`config.mk`:
```
export PLATFORM = sky130hd
export DESIGN_NAME = multi_core_controller
export DESIGN_NICKNAME = d
export VERILOG_FILES = /design/src/rtl/miner_pkg.sv /design/src/rtl/lowest_set_picker.sv /design/src/rtl/multi_core_controller.sv
export SDC_FILE = /design/constraint.sdc
export NUM_CORES = 1
export LEC_CHECK = 0
export CAP_MARGIN = 25
export CORE_MARGIN = 3
export CORE_UTILIZATION = 40
export CTS_CLUSTER_SIZE = 14
export DETAILED_ROUTE_END_ITERATION = 6
export DONT_BUFFER_PORTS = 1
export SLEW_MARGIN = 20
export SYNTH_ARGS = -nofsm -noshare
export SYNTH_HDL_FRONTEND = slang
export SYNTH_SLANG_ARGS = --single-unit
```
`constraint.sdc`:
```
create_clock -name clk -period 2.9 [get_ports clk]
set_input_delay 0.145 -clock clk [delete_from_list [all_inputs] [get_ports clk]]
set_output_delay 0.145 -clock clk [all_outputs]
set_load 0.02 [all_outputs]
```
`src/rtl/miner_pkg.sv`:
```
// Shared types and helpers for the multi-core mining controller.
package miner_pkg;

  // Controller states.
  typedef enum logic [2:0] {
    IDLE,
    LOAD_TARGET,
    LOAD_MSG,
    CLEAR,
    SEARCH,
    RESULT,
    ERROR
  } ctrl_state_t;

  // Index width for n items, never narrower than one bit.
  function automatic int core_w(input int n);
    return (n > 1) ? $clog2(n) : 1;
  endfunction

endpackage

```
`src/rtl/lowest_set_picker.sv`:
```
// Priority picker: reports whether any bit is set and the index of the lowest one.
module lowest_set_picker
  import miner_pkg::*;
#(
  parameter int WIDTH = 4,
  localparam int IDX_W = core_w(WIDTH)
) (
  input  logic [WIDTH-1:0] vec,
  output logic             found,
  output logic [IDX_W-1:0] index
);

  // Scan from the top down so the lowest set bit is the last one written.
  always_comb begin
    found = |vec;
    index = '0;
    for (int i = WIDTH - 1; i >= 0; i--) begin
      if (vec[i]) begin
        index = IDX_W'(i);
      end
    end
  end

endmodule

```
`src/rtl/multi_core_controller.sv`:
```
// Mining controller: hands out nonces to NUM_CORES SHA cores one per cycle,
// tracks each core's nonce and reports the lowest-index winning core.
module multi_core_controller
  import miner_pkg::*;
#(
  parameter int NUM_CORES = 4,
  parameter int NONCE_W = 32,
  localparam int CORE_W = core_w(NUM_CORES)
) (
  input  logic                 clk,
  input  logic                 n_rst,
  input  logic                 newTarget,
  input  logic                 newMsg,
  input  logic                 abort,
  input  logic [NUM_CORES-1:0] complete,
  input  logic [NUM_CORES-1:0] valid,
  output logic                 loadTarget,
  output logic                 loadMsg,
  output logic                 clearCores,
  output logic [NUM_CORES-1:0] beginSHA,
  output logic [NONCE_W-1:0]   nonceOut,
  output logic                 loadResults,
  output logic [NONCE_W-1:0]   resultNonce,
  output logic [CORE_W-1:0]    resultCore,
  output logic                 busy,
  output logic                 error
);

  ctrl_state_t state_reg, state_next;
  // Set when CLEAR was entered through an abort, so CLEAR returns to IDLE.
  logic abort_reg, abort_next;
  logic [NUM_CORES-1:0] core_busy_reg, core_busy_next;
  logic [NONCE_W-1:0] counter_reg, counter_next;
  logic exhausted_reg, exhausted_next;
  logic [NONCE_W-1:0] last_nonce_reg;
  logic [NONCE_W-1:0] core_nonce_reg [NUM_CORES];
  logic [NONCE_W-1:0] result_nonce_reg;
  logic [CORE_W-1:0] result_core_reg;

  logic disp_found, win_found;
  logic [CORE_W-1:0] disp_idx, win_idx;
  logic [NUM_CORES-1:0] disp_onehot;
  logic dispatch, capture;

  // Lowest idle core gets the next nonce.
  lowest_set_picker #(.WIDTH(NUM_CORES)) u_free_picker (
    .vec   (~core_busy_reg),
    .found (disp_found),
    .index (disp_idx)
  );

  // Lowest busy core reporting a valid hash wins.
  lowest_set_picker #(.WIDTH(NUM_CORES)) u_win_picker (
    .vec   (complete & valid & core_busy_reg),
    .found (win_found),
    .index (win_idx)
  );

  assign disp_onehot = NUM_CORES'(1) << disp_idx;
  assign beginSHA    = dispatch ? disp_onehot : '0;
  assign nonceOut    = dispatch ? counter_reg : last_nonce_reg;
  assign resultNonce = result_nonce_reg;
  assign resultCore  = result_core_reg;

  // Next-state, bookkeeping updates and state-decoded strobes.
  always_comb begin
    state_next     = state_reg;
    abort_next     = abort_reg;
    core_busy_next = core_busy_reg;
    counter_next   = counter_reg;
    exhausted_next = exhausted_reg;
    dispatch       = 1'b0;
    capture        = 1'b0;
    loadTarget     = 1'b0;
    loadMsg        = 1'b0;
    clearCores     = 1'b0;
    loadResults    = 1'b0;
    busy           = 1'b0;
    error          = 1'b0;
    case (state_reg)
      IDLE: begin
        if (newTarget) begin
          state_next = LOAD_TARGET;
        end else if (newMsg) begin
          state_next = LOAD_MSG;
        end
      end
      LOAD_TARGET: begin
        loadTarget = 1'b1;
        state_next = IDLE;
      end
      LOAD_MSG: begin
        loadMsg    = 1'b1;
        abort_next = 1'b0;
        state_next = CLEAR;
      end
      CLEAR: begin
        clearCores     = 1'b1;
        counter_next   = '0;
        exhausted_next = 1'b0;
        core_busy_next = '0;
        abort_next     = 1'b0;
        state_next     = abort_reg ? IDLE : SEARCH;
      end
      SEARCH: begin
        busy           = 1'b1;
        // Completions from idle cores fall out naturally: their bit is already 0.
        core_busy_next = core_busy_reg & ~complete;
        if (newMsg) begin
          state_next = LOAD_MSG;
        end else if (abort) begin
          abort_next = 1'b1;
          state_next = CLEAR;
        end else if (win_found) begin
          capture    = 1'b1;
          state_next = RESULT;
        end else begin
          if (exhausted_reg && (core_busy_reg == '0)) begin
            state_next = ERROR;
          end
          if (disp_found && !exhausted_reg) begin
            dispatch       = 1'b1;
            core_busy_next = core_busy_next | disp_onehot;
            counter_next   = counter_reg + 1'b1;
            if (counter_reg == {NONCE_W{1'b1}}) begin
              exhausted_next = 1'b1;
            end
          end
        end
      end
      RESULT: begin
        loadResults    = 1'b1;
        clearCores     = 1'b1;
        core_busy_next = '0;
        state_next     = IDLE;
      end
      ERROR: begin
        error = 1'b1;
        if (newTarget) begin
          state_next = LOAD_TARGET;
        end else if (newMsg) begin
          state_next = LOAD_MSG;
        end
      end
      default: state_next = IDLE;
    endcase
  end

  // Controller state, nonce counter and result registers.
  always_ff @(posedge clk or negedge n_rst) begin
    if (!n_rst) begin
      state_reg        <= IDLE;
      abort_reg        <= 1'b0;
      core_busy_reg    <= '0;
      counter_reg      <= '0;
      exhausted_reg    <= 1'b0;
      last_nonce_reg   <= '0;
      result_nonce_reg <= '0;
      result_core_reg  <= '0;
    end else begin
      state_reg     <= state_next;
      abort_reg     <= abort_next;
      core_busy_reg <= core_busy_next;
      counter_reg   <= counter_next;
      exhausted_reg <= exhausted_next;
      if (dispatch) begin
        last_nonce_reg <= counter_reg;
      end
      if (capture) begin
        result_nonce_reg <= core_nonce_reg[win_idx];
        result_core_reg  <= win_idx;
      end
    end
  end

  // Per-core record of the nonce each core is currently hashing.
  generate
    for (genvar gi = 0; gi < NUM_CORES; gi++) begin : g_core_nonce
      always_ff @(posedge clk or negedge n_rst) begin
        if (!n_rst) begin
          core_nonce_reg[gi] <= '0;
        end else if (dispatch && disp_onehot[gi]) begin
          core_nonce_reg[gi] <= counter_reg;
        end
      end
    end
  endgenerate

endmodule

```
==> metrics, run 1 <==
Avg Cell Area, Syn=11.2 um^2; Simple-Gate Fraction of Synth Area=0.143; Post-route DRC=0; Hold Buf Count CTS=9; DR WL met3=between 1500 and 2000 um; placed cells=~1200; CP Launch Type=register; 1st-iter DRT viols=~540; FP Rows=between 50 and 60; Tightest Pin Transition=between 0.8 and 0.9 ns; worst path arrival time=about 2.6 ns; Clock Tree Buf Depth=3; Final nets=about 940; starting density of the core=0.409; Syn Inst Count=just over 900; Highest Signal Layer=met4; ANT cells=0; grt total ovfl=0; area grow syn2layout=14.2%; R2R Setup Slk=about 0.48 ns; sequential area share after synthesis=0.568; Max VDD drop=0.386 mV; Worst R2R End=core_nonce_reg[23]; io pins=between 80 and 90; core outline area=around 25000 um^2; HPWL Detailed=16400 um; Final Hold Fails=about 240; adder-cell share of the synthesized area=0.00121; cell count of the worst reg-to-reg path=6; post-synthesis register bit count=235; Clock transition at path regs=roughly 0.06 ns; routability cong.=approximately 0.84; Yosys top cell by area=dfrtp_1; clk_skew=0.00819 ns; Setup crit end kind=output port; minimum clock period=2.74 ns; Yosys cell types=57; CP max stage delay=0.52 ns; CP Class=reg -> out; CTS tree=yes; period utilization=0.946; most common cell after layout, fill and taps aside=dfrtp_1; Syn Nets=around 940; Crit Path Max Fanout=24; CP top delay family=simple AND/OR/NAND/NOR gates; Final ANT Viol Nets=0; met2 WL=11800 um; Vias/cell=5.54; Slowest-stage cell, CP=a2111o_1; status=complete, but fails checks; Power Dens Cells=~640 nW/um^2; crit path cell chain=nor3b_4, nand2_2, a2111o_1, nor3b_4, buf_6, buf_4; reg2reg start=state_reg[1]; complex-gate fraction of the synthesized area=0.102; CP most frequent cell=nor3b_4; mux contribution to synthesized area=0.140; max reg flops=around 130; Slew Limit Fails=0; Hold Worst Slack=-0.681 ns; initial antenna violation count=0; Total GRT Usage=0.188; Metal-1 WL=12100 um; Max Fclk=around 360 MHz; largest net degree at the start of global routing=about 240; share of layout cells above drive strength 1=0.235; fin cells=~1300; async set or reset register ratio after synthesis=1.00; mapped cell area=a little over 10000 um^2; first-pass GRT wire length=between 40000 and 50000 um; MaxCap Viol Count=0; relative slew slack=0.441; top cells by area, synth=dfrtp_1, mux2_2, nand2_1, o22a_1, o31ai_1; drt wl/cell=slightly above 20 um; top-area cell type share of the netlist area=0.568; violated checks=negative hold slack; die area=approximately 28000 um^2; Detailed Routing Iterations Pass 1=5; Post-Route WL=about 26000 um; Die Y=roughly 170 um; Ys Warns=0; XOR/XNOR share of the synthesized area=0.0110; TNS Setup=0 ns; most frequent cells in the layout=dfrtp_1, nand2_1, mux2_2, nor2_1; Worst EP required=2.76 ns; depth of the CTS H-tree=1; CTS Buf Count=26; Post-synth EDFFs=0; vias in the first global route=7168; Clock Tree Root=clkbuf_16; largest family of logic cells by synthesized area=simple AND/OR/NAND/NOR gates; top_reg_cell synth=dfrtp_1; leakage power=roughly 5.6 nW; die width=167 um; crit path buf inv count=2; fillcell total=approximately 2300; IO Port Bufs=0; Vias=7077; Sink Count=between 200 and 250; Hold Path Class=in -> async; Clk Latency, worst-skew pair=0.53 ns; final setup fails=0; RSZ-0062 raised after global routing=no
==> metrics by stage <==
step | area [um^2] | util | worst slack, ns | hold WS (ns) | total power [mW]
4_1_cts | 11800 | 0.466 | 0.0590 | -0.697 | 7.66
6_report | 11800 | 0.467 | 0.157 | -0.681 | 7.57
3_5_place_dp | 10800 | 0.426 | 0.395 | -0.142 | 4.18
2_1_floorplan | 10400 | - | 0.330 | -0.151 | 3.97
5_1_grt | 11800 | 0.467 | 0.00445 | -0.694 | 7.86
3_3_place_gp | 10800 | 0.426 | 0.457 | -0.142 | 4.18
==> synthesized netlist by cell type (5+ instances only) <==
cell type / n
a21oi_1: 13
and3_1: 10
buf_2: 11
clkbuf_1: 54
dfrtp_1: 235
inv_1: 8
mux2_2: 123
nand2_1: 158
nand2b_1: 5
nand3_1: 18
nand4_1: 19
nor2_1: 57
nor3_1: 6
nor4_1: 11
o21ai_0: 19
o22a_1: 31
o22ai_1: 31
o31ai_1: 36
or3_1: 6
xnor2_1: 9
==> per-layer routing <==
layer,vias to the layer above,track usage
met3,44,0.0415
met1,3568,0.265
met5,-,0
li1,3292,-
met2,173,0.294
met4,0,0.0531
==> how the worst max path moves through the flow <==
stage	start	end	slack, ns	cells past startpoint
after floorplan	state_reg[1]	core_nonce_reg[55]	0.33	7
after global placement	exhausted_reg	core_nonce_reg[57]	0.46	6
after detailed placement	exhausted_reg	core_nonce_reg[41]	0.39	6
after global routing	state_reg[1]	nonceOut[22]	0.004	7
final	state_reg[1]	beginSHA[2]	0.16	6
after CTS	exhausted_reg	beginSHA[2]	0.06	6
==> repair_timing <==
| action | CTS | global route |
|---|---|---|
| setup buffers | 0 | 1 |
| pin swaps | 0 | 1 |
| endpoints found under the hold margin | 243 | 235 |
| setup endpoints to repair | 1 | 7 |
| cloned | 0 | 0 |
| gates resized for setup | 1 | 2 |
==> area by class of cell <==
type | count | area (um^2) | area share
repair buffers | 49 | 432 | 0.0365
multi-input cells | 608 | 4150 | 0.351
clock buffers | 43 | 846 | 0.0716
flip-flops and latches | 235 | 5880 | 0.498
well taps | 330 | 413 | 0.0349
clock inverters | 4 | 70.1 | 0.00593
inverters | 8 | 30.0 | 0.00254
==> worst register-to-register path: stages, from the launching register on <==
cell,delay (ns)
dfrtp_1,0.48
nor3b_4,0.25
nand2_2,0.09
a2111o_1,0.52
nor3_4,0.16
buf_4,0.40
mux2_2,0.40
==> power by group <==
group          switching (mW)  internal (mW)
clock network            1.28           2.15
registers              0.0931           3.38
logic                   0.447          0.215
total                    1.82           5.74
==> kinds of logic (layout without fill, tap and decap cells) <==
family,Yosys count,in the layout
fa+ha+maj,1,1
mux,129,129
compound gates,150,150
simple gates,315,315
xor+xnor,13,13
buf+inv,82,104
flops,235,235
No activity file was read; power rests on OpenSTA's default activity.
==> run 2, diff against run 1 <==
- CORE_UTILIZATION: 40 -> 63
- PLACE_DENSITY: default -> 0.79
==> run 2 against run 1 <==
The flow still finishes with violations (negative hold slack). Maximum frequency shrank 2.4%. Global-route usage is 11 points higher. Non-clock buffer count fell by 2. Critical endpoint is now beginSHA[1].
==> metrics, run 2 (synthesized netlist as in run 1, its figures left out) <==
status=complete, but fails checks (unchanged); violated checks=negative hold slack (unchanged); Tightest Pin Transition=0.725 ns (was 0.835 ns); Final Hold Fails=235 (unchanged); leakage power=5.58 nW (was 5.63 nW); 1st-iter DRT viols=620 (was 536); CP max stage delay=0.53 ns (was 0.52 ns); Slowest-stage cell, CP=a2111o_1 (unchanged); Max VDD drop=0.514 mV (was 0.386 mV); CTS tree=yes (unchanged); first-pass GRT wire length=42000 um (was 42200 um); io pins=89 (unchanged); CTS Buf Count=24 (was 26); final setup fails=0 (unchanged); worst path arrival time=2.67 ns (was 2.60 ns); Detailed Routing Iterations Pass 1=5 (unchanged); grt total ovfl=0 (unchanged); vias in the first global route=7998 (was 7168); Final nets=939 (was 942); Hold Worst Slack=-0.674 ns (was -0.681 ns); Hold Buf Count CTS=8 (was 9); most common cell after layout, fill and taps aside=dfrtp_1 (unchanged); drt wl/cell=22.8 um (was 20.5 um); Clock transition at path regs=0.07 ns (was 0.06 ns); Setup WS pre-CTS=0.386 ns (was 0.395 ns); die width=134 um (was 167 um); TNS Setup=0 ns (unchanged); routability cong.=0.898 (was 0.842); period utilization=0.969 (was 0.946); Post-Route WL=26500 um (was 26200 um); CP top delay family=simple AND/OR/NAND/NOR gates (unchanged); Worst EP required=2.76 ns (about the same); clk_skew=0.00978 ns (was 0.00819 ns); HPWL Detailed=16400 um (about the same); CP most frequent cell=buf_4 (was nor3b_4); starting density of the core=0.647 (was 0.409); initial antenna violation count=1 (was 0); Crit Path Max Fanout=20 (was 24); CP Class=reg -> out (unchanged); Total GRT Usage=0.293 (was 0.188); RSZ-0062 raised after global routing=no (unchanged); Vias/cell=6.56 (was 5.54); Die Y=134 um (was 167 um); Power Dens Cells=645 nW/um^2 (was 640 nW/um^2); Hold Path Class=in -> async (unchanged); Clock Tree Root=clkbuf_16 (unchanged); largest net degree at the start of global routing=236 (unchanged); Post-route DRC=0 (unchanged); Clock Tree Buf Depth=3 (unchanged); core outline area=16000 um^2 (was 25300 um^2); final cell utilization of the core=0.724 (was 0.467); die area=18000 um^2 (was 27800 um^2); Sink Count=235 (unchanged); share of layout cells above drive strength 1=0.233 (was 0.235); Setup crit end kind=output port (unchanged); Slew Limit Fails=0 (unchanged); Max Fclk=356 MHz (was 365 MHz); Clk Latency, worst-skew pair=0.51 ns (was 0.53 ns); crit path buf inv count=2 (unchanged); CP Launch Type=register (unchanged); Vias=7617 (was 7077); MaxCap Viol Count=0 (unchanged); depth of the CTS H-tree=1 (unchanged); area grow syn2layout=11.9% (was 14.2%); Final ANT Viol Nets=0 (unchanged); worst setup margin=0.0885 ns (was 0.157 ns); minimum clock period=2.81 ns (was 2.74 ns); IO Port Bufs=0 (unchanged); most frequent cells in the layout=dfrtp_1, nand2_1, mux2_2, nor2_1, buf_4 (was dfrtp_1, nand2_1, mux2_2, nor2_1); max reg flops=128 (unchanged); FP Rows=46 (was 58); relative slew slack=0.513 (was 0.441); crit path cell chain=nor3_1, nand2_2, a2111o_1, nor2_4, buf_4, buf_4 (was nor3b_4, nand2_2, a2111o_1, nor3b_4, buf_6, buf_4)
## run 2: cell count changes in the layout (fill, tap and decap cells not counted), sizes merged
| cell | before | now |
|---|---|---|
| clkbuf | 43 | 34 |
| clkinv | 2 | 5 |
| bufinv | 2 | 4 |
| diode | 0 | 2 |
| buf | 40 | 39 |
| clkinvlp | 0 | 1 |
| dlygate4sd3 | 9 | 8 |
| nand2 | 159 | 160 |
## run 2: routing by layer
metal	global-route usage	part of all wire
met5	0	0
met4	0.120	0.040
met3	0.0848	0.10
met2	0.476	0.48
met1	0.373	0.38
## run 2: metrics by stage
| stage | total power, mW | instance area, um^2 | std cells |
|---|---|---|---|
| 6_report | 7.47 | 11600 | 1161 |
| 5_1_grt | 7.68 | 11600 | 1159 |
| 4_1_cts | 7.46 | 11600 | 1156 |
| 3_5_place_dp | 4.17 | 10600 | 1104 |
| 3_3_place_gp | 4.12 | 10600 | 1104 |
| 2_1_floorplan | 3.97 | 10400 | 925 |
## run 2: final cells by class
class / instances / area, um^2
well taps: 216 / 270
clock inverters: 10 / 153
multi-input cells: 609 / 4150
inverters: 8 / 30.0
diodes: 2 / 5.00
repair buffers: 47 / 398
clock buffers: 34 / 699
flip-flops and latches: 235 / 5880
fillers: 1095 / 4420
## run 2: report_power, final
group          switching (mW)  internal (mW)
Clock                    1.27           2.03
Combinational           0.463          0.209
Sequential              0.108           3.38
Total                    1.84           5.62
## run 2: worst paths after layout
path                                         start                 end  slack, ns  depth (start not counted)
max in group asynchronous                    n_rst  core_nonce_reg[89]       3.26                          0
worst min-delay path                         n_rst      resultNonce[8]      -0.67                          0
worst max-delay path                 exhausted_reg         beginSHA[1]       0.09                          6
worst max register to register       exhausted_reg  core_nonce_reg[23]       0.32                          6
min in group clk                          valid[1]       resultCore[0]       0.09                          3
worst min register to register  core_nonce_reg[98]  core_nonce_reg[98]       0.49                          2
## run 2: repair_timing
action,in CTS,in global routing
gates cloned,0,1
endpoints found under the setup margin,2,2
hold endpoints to repair,243,235
setup buffers,0,2
pin swaps,0,2
gates resized for setup,1,2
==> run 3, diff against run 2 <==
- CORE_ASPECT_RATIO: default -> 1.1
==> run 3 against run 2 <==
The flow still finishes with violations (negative hold slack). Via count down 1.9%. Core utilization down 0.069 points. Count of clock-buffer cells in the layout up 5. Sequential power about the same. Die area about the same. First-iteration DRC count up 20%. Critical path depth up 2. Register-to-register slack worse by 0.02 ns. Critical path type unchanged.
==> metrics, run 3 (synthesized netlist as in run 1, its figures left out) <==
status=complete, but fails checks (unchanged); violated checks=negative hold slack (unchanged); Setup Buffers After CTS=0 (unchanged); clk_skew=0.00678 ns (was 0.00978 ns); 1st-iter DRT viols=741 (was 620); starting density of the core=0.650 (was 0.647); Final nets=935 (was 939); period utilization=0.961 (was 0.969); DR WL met3=2420 um (was 2650 um); Flop pwr share=0.479 (was 0.467); io pins=89 (unchanged); worst setup margin=0.114 ns (was 0.0885 ns); Tightest Pin Transition=0.780 ns (was 0.725 ns); core outline area=15900 um^2 (was 16000 um^2); worst path arrival time=2.64 ns (was 2.67 ns); Worst EP required=2.76 ns (about the same); Clock transition at path regs=0.06 ns (was 0.07 ns); Post-route DRC=0 (unchanged); Sink Count=235 (unchanged); area post-placement=10600 um^2 (about the same); CP Class=reg -> out (unchanged); relative slew slack=0.476 (was 0.513); Vias/cell=6.57 (was 6.56); most common cell after layout, fill and taps aside=dfrtp_1 (unchanged); Vias=7474 (was 7617); Clock Tree Root=clkbuf_16 (unchanged); met2 WL=12400 um (was 12600 um); first-pass GRT wire length=41100 um (was 42000 um); Total GRT Usage=0.288 (was 0.293); Clk Latency, worst-skew pair=0.51 ns (about the same); vias in the first global route=7657 (was 7998); HPWL Detailed=16100 um (was 16400 um); drt wl/cell=22.6 um (was 22.8 um); combinational power share=0.092 (was 0.090); TNS Setup=0 ns (unchanged); Setup WS pre-CTS=0.324 ns (was 0.386 ns); depth of the CTS H-tree=1 (unchanged); Max Fclk=359 MHz (was 356 MHz); largest net degree at the start of global routing=236 (unchanged); RSZ-0062 raised after global routing=no (unchanged); Hold Worst Slack=-0.667 ns (was -0.674 ns); Highest Signal Layer=met4 (unchanged); die width=128 um (was 134 um); grt total ovfl=0 (unchanged); share of layout cells above drive strength 1=0.227 (was 0.233); Post-Route WL=25700 um (was 26500 um); Slew Limit Fails=0 (unchanged); max reg flops=128 (unchanged); Finished Cell Area=11500 um^2 (was 11600 um^2); Int Power=5.48 mW (was 5.62 mW); Hold Path Class=in -> async (unchanged); die area=18000 um^2 (about the same); Final Hold Fails=235 (unchanged); Crit Path Max Fanout=20 (unchanged); Die Y=140 um (was 134 um); ANT cells=0 (was 2); Clock Tree Buf Depth=3 (unchanged); Setup crit end kind=output port (unchanged); final setup fails=0 (unchanged); Final ANT Viol Nets=0 (unchanged); initial antenna violation count=0 (was 1); Clock power frac=0.429 (was 0.443); routability cong.=0.877 (was 0.898); Power Total=7.27 mW (was 7.47 mW); most frequent cells in the layout=dfrtp_1, nand2_1, mux2_2, nor2_1, o31ai_1 (was dfrtp_1, nand2_1, mux2_2, nor2_1, buf_4); Power Dens Cells=632 nW/um^2 (was 645 nW/um^2); CP Launch Type=register (unchanged); minimum clock period=2.79 ns (was 2.81 ns); leakage power=5.56 nW (was 5.58 nW); MaxCap Viol Count=0 (unchanged); FP Rows=48 (was 46); Hold Buf Count CTS=8 (unchanged); CTS Buf Count=25 (was 24); area grow syn2layout=11.2% (was 11.9%); fillcell total=1050 (was 1095); Max VDD drop=0.677 mV (was 0.514 mV); Detailed Routing Iterations Pass 1=5 (unchanged); Metal-1 WL=10100 um (was 10200 um); IO Port Bufs=0 (unchanged); CTS tree=yes (unchanged); switching share of power=0.247 (about the same); Psw=1.79 mW (was 1.84 mW)
[run 3: cell types whose count changed in the layout (fill, tap and decap cells not counted), moves of 2 or more]
cell / change
clkbuf_8: +5
diode_2: -2
clkinv_2: -3
bufinv_16: -3
buf_4: -6
[run 3: final cells by class]
cell class	instances	area, um^2	area share
clock buffers	39	768	0.0667
clock inverters	4	48.8	0.00424
inverters	8	30.0	0.00261
multi-input cells	608	4150	0.360
flip-flops and latches	235	5880	0.511
well taps	200	250	0.0217
repair buffers	43	384	0.0334
[run 3: what timing repair did]
action | in CTS | in global routing
gates cloned | 0 | 0
resized for setup | 1 | 3
endpoints found under the setup margin | 2 | 2
endpoints found under the hold margin | 242 | 235
[run 3: layer usage]
| layer | GRT usage | vias up |
|---|---|---|
| li1 | - | 3273 |
| met1 | 0.387 | 3789 |
| met2 | 0.464 | 350 |
| met3 | 0.0671 | 62 |
| met4 | 0.0961 | 0 |
| met5 | 0 | - |
[run 3: worst max-delay path, cell delays in order, from the launching register on]
cell and delay (ns):
dfrtp_1 0.48, nand3_1 0.18, buf_4 0.32, nand4_1 0.15, buf_4 0.22, nor2_2 0.13
buf_4 0.33, nand2_1 0.11, nand2_1 0.21
[run 3: worst paths after layout]
kind,cells past startpoint,startpoint,to,slack (ns)
setup / recovery,8,core_busy_reg[2],nonceOut[21],0.11
hold / removal,0,n_rst,resultNonce[9],-0.67
setup reg to reg,5,counter_reg[11],counter_reg[26],0.30
hold reg to reg,2,core_nonce_reg[120],core_nonce_reg[120],0.49
max in group asynchronous,0,n_rst,core_nonce_reg[47],3.35
min in group clk,2,complete[3],core_busy_reg[3],0.04
[run 3: power groups by stage]
| stage | registers [mW] | logic, mW | clock network, mW |
|---|---|---|---|
| 2_1_floorplan | 3.48 | 0.493 | 0 |
| 3_3_place_gp | 3.53 | 0.597 | 0 |
| 6_report | 3.49 | 0.668 | 3.12 |
| 5_1_grt | 3.50 | 0.715 | 3.29 |
| 4_1_cts | 3.48 | 0.648 | 3.16 |
| 3_5_place_dp | 3.54 | 0.625 | 0 |
[run 3: through the flow]
stage               cells   util
floorplan             925      -
global placement     1086  0.666
detailed placement   1086  0.666
finish               1137  0.723
CTS                  1137  0.722
global route         1137  0.723
